File: config.mk
export PLATFORM = sky130hd
export DESIGN_NAME = register_file_flat
export DESIGN_NICKNAME = d
export VERILOG_FILES = /design/src/rtl/register_file_pkg.sv /design/src/rtl/register_file_if.sv /design/src/rtl/register_file_read_port.sv /design/src/rtl/register_file.sv /design/src/flat_wrapper.sv
export SDC_FILE = /design/constraint.sdc
export NUM_CORES = 2
export LEC_CHECK = 0
export BUFFER_PORTS_ARGS = -buffer_cell sky130_fd_sc_hd__buf_2
export CORE_MARGIN = 3
export CORE_UTILIZATION = 46
export DETAILED_ROUTE_END_ITERATION = 7
export PLACE_DENSITY_LB_ADDON = 0.08
export SYNTH_ARGS = -nofsm -noshare
export SYNTH_HDL_FRONTEND = slang
export SYNTH_HIERARCHICAL = 1
export SYNTH_SLANG_ARGS = --single-unit
File: constraint.sdc
create_clock -name Clk -period 3.05 [get_ports Clk]
set_clock_uncertainty 0.1 [all_clocks]
set_input_delay 0.1525 -clock Clk [delete_from_list [all_inputs] [get_ports Clk]]
set_output_delay 0.1525 -clock Clk [all_outputs]
set_load 0.01 [all_outputs]
File: src/rtl/register_file_pkg.sv
// -----------------------------------------------------------------------------
// register_file_pkg
//   Constants shared between the register file, the write-address mux and
//   the control unit: datapath/index widths and the architecturally fixed
//   register indices (zero register and the jal link register).
// -----------------------------------------------------------------------------
package register_file_pkg;

   parameter int ADDR_W   = 5;
   parameter int DATA_W   = 32;
   parameter int NUM_REGS = 32;

   // $zero is hardwired; $ra is the link target of jal.
   parameter logic [ADDR_W-1:0] REG_ZERO = 5'd0;
   parameter logic [ADDR_W-1:0] REG_RA   = 5'd31;

endpackage : register_file_pkg

File: src/rtl/register_file_if.sv
// -----------------------------------------------------------------------------
// register_file_if
//   Read/write bus of the general-purpose register file.
//   master : writeback path + decode (drives indices, write data, enable)
//   slave  : register file (returns the two source operands)
//   Signals:
//     ReadRegister1/2 : rs / rt indices
//     WriteRegister   : destination index from the write-address mux
//     WriteData       : writeback value
//     RegWrite        : write enable
//     ReadData1/2     : rs / rt operands to the ALU stage
// -----------------------------------------------------------------------------
interface register_file_if #(
   parameter int DATA_W = register_file_pkg::DATA_W,
   parameter int ADDR_W = register_file_pkg::ADDR_W
);

   logic [ADDR_W-1:0] ReadRegister1;
   logic [ADDR_W-1:0] ReadRegister2;
   logic [ADDR_W-1:0] WriteRegister;
   logic [DATA_W-1:0] WriteData;
   logic              RegWrite;
   logic [DATA_W-1:0] ReadData1;
   logic [DATA_W-1:0] ReadData2;

   modport master (
      output ReadRegister1, ReadRegister2, WriteRegister, WriteData, RegWrite,
      input  ReadData1, ReadData2
   );

   modport slave (
      input  ReadRegister1, ReadRegister2, WriteRegister, WriteData, RegWrite,
      output ReadData1, ReadData2
   );

endinterface : register_file_if

File: src/rtl/register_file_read_port.sv
// -----------------------------------------------------------------------------
// register_file_read_port
//   One combinational read path: storage mux plus optional write-first bypass.
//   Instantiated once per source operand so both ports behave identically.
//   Ports:
//     rst_n_i  : active-low reset, forces the output to zero while low
//     regs_i   : flattened storage array
//     raddr_i  : read index
//     waddr_i  : write index of the current cycle
//     wdata_i  : write data of the current cycle
//     wen_i    : write enable already qualified with waddr_i != 0
//     rdata_o  : read data
// -----------------------------------------------------------------------------
module register_file_read_port #(
   parameter int DATA_W   = register_file_pkg::DATA_W,
   parameter int ADDR_W   = register_file_pkg::ADDR_W,
   parameter int NUM_REGS = register_file_pkg::NUM_REGS,
   parameter bit BYPASS   = 1'b1
) (
   input  logic                             rst_n_i,
   input  logic [NUM_REGS-1:0][DATA_W-1:0]  regs_i,
   input  logic [ADDR_W-1:0]                raddr_i,
   input  logic [ADDR_W-1:0]                waddr_i,
   input  logic [DATA_W-1:0]                wdata_i,
   input  logic                             wen_i,
   output logic [DATA_W-1:0]                rdata_o
);

   import register_file_pkg::*;

   logic hit;
   logic rd_zero;

   assign hit     = BYPASS && wen_i && (raddr_i == waddr_i);
   // The zero check also covers the bypass case, so $zero never leaks a
   // pending write value.
   assign rd_zero = !rst_n_i || (raddr_i == ADDR_W'(REG_ZERO));

   assign rdata_o = rd_zero ? '0 :
                    hit     ? wdata_i :
                              regs_i[raddr_i];

endmodule : register_file_read_port

File: src/rtl/register_file.sv
// -----------------------------------------------------------------------------
// register_file
//   32 x 32-bit general-purpose register file for the single-cycle datapath.
//   Synchronous write on the rising Clk edge, combinational reads, register 0
//   hardwired to zero, optional write-first forwarding (BYPASS).
//   Ports:
//     Clk   : system clock
//     Rst_n : asynchronous active-low reset; clears every entry
//     rf    : register_file_if.slave (indices, write data/enable, operands)
// -----------------------------------------------------------------------------
module register_file #(
   parameter int DATA_W   = register_file_pkg::DATA_W,
   parameter int ADDR_W   = register_file_pkg::ADDR_W,
   parameter int NUM_REGS = register_file_pkg::NUM_REGS,
   parameter bit BYPASS   = 1'b1
) (
   input  logic            Clk,
   input  logic            Rst_n,
   register_file_if.slave  rf
);

   import register_file_pkg::*;

   // Every index must map to exactly one entry; anything else would leave
   // unreachable entries or out-of-range reads.
   if (NUM_REGS != (1 << ADDR_W)) begin : g_bad_cfg
      $error("register_file: NUM_REGS (%0d) must equal 2**ADDR_W (%0d)",
             NUM_REGS, 1 << ADDR_W);
   end

   logic [NUM_REGS-1:0][DATA_W-1:0] regs_q;
   logic [NUM_REGS-1:0][DATA_W-1:0] regs_d;
   logic                            wen;

   assign wen = rf.RegWrite && (rf.WriteRegister != ADDR_W'(REG_ZERO));

   // Written as a select rather than an if so an X on RegWrite smears into
   // the addressed entry instead of silently holding the old value.
   always_comb begin
      regs_d = regs_q;
      for (int i = 1; i < NUM_REGS; i++) begin
         regs_d[i] = (wen && (rf.WriteRegister == ADDR_W'(i))) ? rf.WriteData
                                                                : regs_q[i];
      end
      regs_d[0] = '0;
   end

   // Reset is asynchronous, so an assertion coinciding with a write edge
   // always leaves the entry cleared.
   always_ff @(posedge Clk or negedge Rst_n) begin
      if (!Rst_n) begin
         regs_q <= '0;
      end else begin
         regs_q <= regs_d;
      end
   end

   register_file_read_port #(
      .DATA_W  (DATA_W),
      .ADDR_W  (ADDR_W),
      .NUM_REGS(NUM_REGS),
      .BYPASS  (BYPASS)
   ) u_rd1 (
      .rst_n_i(Rst_n),
      .regs_i (regs_q),
      .raddr_i(rf.ReadRegister1),
      .waddr_i(rf.WriteRegister),
      .wdata_i(rf.WriteData),
      .wen_i  (wen),
      .rdata_o(rf.ReadData1)
   );

   register_file_read_port #(
      .DATA_W  (DATA_W),
      .ADDR_W  (ADDR_W),
      .NUM_REGS(NUM_REGS),
      .BYPASS  (BYPASS)
   ) u_rd2 (
      .rst_n_i(Rst_n),
      .regs_i (regs_q),
      .raddr_i(rf.ReadRegister2),
      .waddr_i(rf.WriteRegister),
      .wdata_i(rf.WriteData),
      .wen_i  (wen),
      .rdata_o(rf.ReadData2)
   );

endmodule : register_file

File: src/flat_wrapper.sv
// flat-port wrapper written by rule: the top's interface ports become plain ports
module register_file_flat import register_file_pkg::*;
#(
   parameter int DATA_W   = register_file_pkg::DATA_W,
   parameter int ADDR_W   = register_file_pkg::ADDR_W,
   parameter int NUM_REGS = register_file_pkg::NUM_REGS,
   parameter bit BYPASS   = 1'b1
)
  (Clk, Rst_n, rf_ReadRegister1, rf_ReadRegister2, rf_WriteRegister, rf_WriteData, rf_RegWrite, rf_ReadData1, rf_ReadData2);
  register_file_if #(.DATA_W(DATA_W), .ADDR_W(ADDR_W)) rf_i ();
  input  logic Clk;
  input  logic Rst_n;
  input wire logic [$bits(rf_i.ReadRegister1)-1:0] rf_ReadRegister1;
  input wire logic [$bits(rf_i.ReadRegister2)-1:0] rf_ReadRegister2;
  input wire logic [$bits(rf_i.WriteRegister)-1:0] rf_WriteRegister;
  input wire logic [$bits(rf_i.WriteData)-1:0] rf_WriteData;
  input wire logic [$bits(rf_i.RegWrite)-1:0] rf_RegWrite;
  output wire logic [$bits(rf_i.ReadData1)-1:0] rf_ReadData1;
  output wire logic [$bits(rf_i.ReadData2)-1:0] rf_ReadData2;
  assign rf_i.ReadRegister1 = rf_ReadRegister1;
  assign rf_i.ReadRegister2 = rf_ReadRegister2;
  assign rf_i.WriteRegister = rf_WriteRegister;
  assign rf_i.WriteData = rf_WriteData;
  assign rf_i.RegWrite = rf_RegWrite;
  assign rf_ReadData1 = rf_i.ReadData1;
  assign rf_ReadData2 = rf_i.ReadData2;
  register_file #(.DATA_W(DATA_W), .ADDR_W(ADDR_W), .NUM_REGS(NUM_REGS), .BYPASS(BYPASS)) u_core (.Clk(Clk), .Rst_n(Rst_n), .rf(rf_i));
endmodule
# Yosys cells after proc, flatten, opt, wreduce, memory -nomap -nowiden
# Cells that the tools add are included.
totals:
  reg_bits: 992
  latch_bits: 0
  mem_bits_rw: 0
  mem_bits_ro: 0
  output_inout_bits: 64
  mem_count: 0
classes:
  addsub: 0
  n_mul: 0
  div: 0
  n_lt_le_gt_ge: 2
  n_eq_ne: 33
  shifts: 0
  n_mux: 8
  n_bitwise: 0
  n_reduce_logical: 40
ops:
  columns: ["op", "n"]
  rows:
  - ["$bmux 32 s5", 2]
  - ["$mux 32", 6]
  - ["$eq 5x5->1 const B", 16]
  - ["$eq 5x4->1 const B", 8]
  - ["$logic_and 1x1->1", 34]
  - ["$eq 5x3->1 const B", 4]
  - ["$lt 5x6->1 const B", 2]
  - ["$eq 5x2->1 const B", 2]
  - ["$eq 5x5->1", 2]
  - ["$logic_not 5->1", 2]
  - ["$eq 5x1->1 const B", 1]
  - ["$reduce_bool 5->1", 1]
  - ["$logic_or 1x1->1", 2]
  - ["$logic_not 1->1", 1]

# Longest topological paths before layout
depth:
  depth_word: 5
  ltp_mapped: 10
  depth_no_buf: 6

# Hierarchy
# The synthesis kept the hierarchy.
modules_own_cells:
  columns: ["mod", "n_inst", "cells_each", "area_each_um2"]
  rows:
  - ["register_file", 1, 2227, 37150.6]
  - ["register_file_read_port", 2, 618, 8165.3]

# Worst setup path before layout
# Ideal clock, no wire load.
synth_path:
  path_type: "input -> output"
  from: "input rf_WriteRegister[4]"
  to: "output rf_ReadData1[10]"
  t_arrival_ns: 1.811
  setup_slack_ns: 0.986
  stages: 8
  path_buffers: 2
  cell_sequence: "buf_2 > or2_2 > o41a_1 > nand2_1 > or2_1 > clkbuf_1 > o21ai_0 > nor3_1"
synth_via:
  elab_chain_cells: 5
  elab_cells_between_ends: 6
  classes_between: "1 x eq/ne; 2 x mux; 3 x reduce/logical"
synth_lines:
  columns: ["element", "line_no", "text"]
  rows:
  - ["from (decl)", "flat_wrapper.sv:15", "input wire logic [$bits(rf_i.WriteRegister)-1:0] rf_WriteRegister;"]
  - ["$reduce_bool 5->1", "register_file.sv:35", "assign wen = rf.RegWrite && (rf.WriteRegister != ADDR_W'(REG_ZERO));"]
  - ["$logic_and 1x1->1", "register_file.sv:35", null]
  - ["via u_core.wen", "register_file.sv:33", "logic wen;"]
  - ["$logic_and 1x1->1", "register_file_read_port.sv:34", "assign hit = BYPASS && wen_i && (raddr_i == waddr_i);"]
  - ["$mux 32", "register_file_read_port.sv:40", "hit ? wdata_i :"]
  - ["$mux 32", "register_file_read_port.sv:39", "assign rdata_o = rd_zero ? '0 :"]
  - ["to (decl)", "flat_wrapper.sv:18", "output wire logic [$bits(rf_i.ReadData1)-1:0] rf_ReadData1;"]
# The timed path passes the listed nets, and every way through them passes these cells.

# Final worst setup path
layout_path:
  from: "input Rst_n"
  to: "output rf_ReadData1[9]"
layout_via:
  elab_chain_cells: 3
layout_lines:
  columns: ["element", "line_no", "text"]
  rows:
  - ["from (decl)", "flat_wrapper.sv:12", "input logic Rst_n;"]
  - ["$logic_not 1->1 (no line)", null, null]
  - ["$logic_or 1x1->1", "register_file_read_port.sv:37", "assign rd_zero = !rst_n_i || (raddr_i == ADDR_W'(REG_ZERO));"]
  - ["$mux 32", "register_file_read_port.sv:39", null]
# Every way passes these cells.

==> run summary <==
# rows: 124
Flop pwr share: 44.6%
Clock power frac: 34.2%
Clk_lat worst skew: 700 ps
Ys Warns: 6
Crit-path max FO: 11
Sink Count: 992
Worst-path clk slew: 60 ps
Largest net degree at the start of global routing: 155
Pwr/cell area: 647 nW/um^2
Drt via density: 6.65
Core Area: 115000 sq um
Worst path cell trace: dlygate4sd3_1, buf_8, o41a_2, buf_4, o21ai_0, nor3_1, buf_2
ANT nets after route: 0
Power Total: 39500 uW
Post-synth EDFFs: 0
Register bit total from synthesis: 992
Cell Area, Placed: 57000 sq um
GRT Residual Overflow: 0
Initial DRC Count: 3480
Layout net count: 3672
Sw Pwr: 10800 uW
Cts bufs inserted: 114
Yosys cell types: 29
Post-synthesis async set-or-reset flop share: 100%
Root buf cell: clkbuf_16
DR pass1 iterations: 6
Slew headroom: 33.5%
Global-route wire length before repair: 263000 um
Max FFs per register: 992
Period utilization: 94.9%
Top cells by area, synth: dfrtp_1 46%, mux4_2 24%, mux2_2 19%, buf_2 1.7%, o22ai_1 1.5%
Die W: 347 um
Post-DP HPWL: 111000 um
Critical path type: in -> out
Area growth syn-to-layout: 14.2%
Outcome: finished, final reports clean
CP Buf/Inv Count: 4
Max incr delay on CP: 620 ps
Synthesized instance count: 3463
Vias: 34716
# IOs: 114
Die area: 120000 sq um
H-tree depth: 3
Switch share: 27.2%
Post-synth top area share: 46.4%
Antenna diodes: 0
Layout Cells excl Fill: 5219
Die height: 347 um
Crit-path slowest cell: o41a_2
Setup TNS: 0 ps
Critical Path RT: 2800 ps
Most frequent cells in the layout: 992 x dfrtp_1, 923 x mux2_2, 576 x mux4_2
Antenna violations before repair: 6
GRT Overall Usage: 29.9%
Top cell type by total area after synthesis: dfrtp_1
Mean post-synth cell area: 15.4 sq um
RSZ-0062 raised after global routing: false
Critical path arrival: 2640 ps
Hold Fails Final Rpt: 0
Final setup fails: 0
Post-route cell area: 61000 sq um
Layout fillers: 9396
WL final: 179000 um
CP Capture Type: output port
Max-cap violations: 0
Area of the mapped netlist: 53500 sq um
DRC: 0
Worst slew pin tran: 998 ps
Largest reg by FF count: u_core/regs_q
Starting Density: 46.6%
Inst Count DP: 4986
Post-synthesis sequential area ratio: 46.4%
Routed WL per cell: 34.3 um
Max Freq: 345 MHz
Cell class contributing the biggest share of worst-path delay: buffers and inverters
Gpl congestion: 0.813
Share of cells above drive strength 1: 55.5%
Leakage Power: 0.0261 uW
Worst-case clock buffer depth: 3
Max VDD drop: 0.000527 V
CTS tree: done
Type of origin of the critical path: input pin
Vias in the first global route: 37360
Final min period: 2900 ps
Pint: 28800 uW
Commonest non-fill, non-tap cell in the layout: dfrtp_1
Most used DFF post-synth: dfrtp_1
Regs by FF count: u_core/regs_q: 992 flops
Final max-slew violation count: 0
Worst min-delay path class: in -> reg
Port Buffers: 113
Logic pwr share: 21.1%
## synthesized netlist by cell type, types with 6 or more instances
cell,count
xnor2_1,10
mux2_2,923
buf_4,22
dfrtp_1,992
nor3_1,64
nand2_1,16
o21ai_0,64
buf_6,20
o22ai_1,128
mux4_2,576
buf_1,10
buf_2,177
nand2b_1,6
clkbuf_1,148
mux2_1,69
nor2_1,205
## power by group through the flow
stage          Combinational (uW)  Clock [uW]  Sequential [uW]
2_1_floorplan                6290           0            17100
5_1_grt                      8880       14300            18000
4_1_cts                      8350       13800            17600
3_5_place_dp                 8280           0            17800
3_3_place_gp                 8040           0            17500
6_report                     8350       13500            17600
## metal layers
layer / track usage (%) / wire, um / vias to the layer above
met1: 42.8 / 75900 / 19154
met2: 46.6 / 83400 / 1483
met4: 9.91 / 6040 / 4
met5: 0 / 31 / -
met3: 5.54 / 13500 / 352
li1: - / - / 13723
## area by class of cell
class / instances / area (sq um) / area share (%)
well taps: 1512 / 1890 / 3.10
clock buffers: 176 / 3520 / 5.77
repair buffers: 357 / 3370 / 5.52
clock inverters: 25 / 169 / 0.277
multi-input cells: 2157 / 27300 / 44.7
flip-flops and latches: 992 / 24800 / 40.7
## final timing paths
kind	end	slack, ps	cells past startpoint	startpoint
max	rf_ReadData1[9]	150	7	Rst_n
min	u_core/regs_q[793]	30	2	rf_WriteData[25]
max reg2reg	u_core/regs_q[85]	2130	1	u_core/regs_q[85]
min reg2reg	u_core/regs_q[231]	410	1	u_core/regs_q[231]
max in group asynchronous	u_core/regs_q[659]	420	6	Rst_n
min in group asynchronous	u_core/regs_q[515]	690	4	Rst_n
## kinds of logic (layout without fill, tap and decap cells)
logic type | count (synthesis) | count (layout) | synth area share [%]
multiplexers | 1568 | 1568 | 45.1
AND/OR/NAND/NOR | 316 | 316 | 2.57
buffers and inverters | 377 | 558 | 3.50
other | 1 | 64 | 0.00701
flip-flops | 992 | 992 | 46.4
AO/OA/AOI/OAI | 199 | 199 | 2.21
XOR/XNOR | 10 | 10 | 0.164
## timing repair
action | 4_1_cts | 5_1_grt
setup endpoints to repair | 0 | 0
hold endpoints to repair | 1062 | 0
hold buffers | 32 | 0
gates resized for setup | 0 | 0
setup buffers | 0 | 0
## metrics by stage
step	util (%)	hold WS (ps)	worst slack [ps]
final	53.2	29.9	154
after detailed placement	49.7	-50.9	312
after global routing	53.2	49.2	73.6
after floorplan	-	-243	986
after CTS	53.2	1.63	101
after global placement	49.7	-56.2	310
No activity file was read; power rests on OpenSTA's default activity.
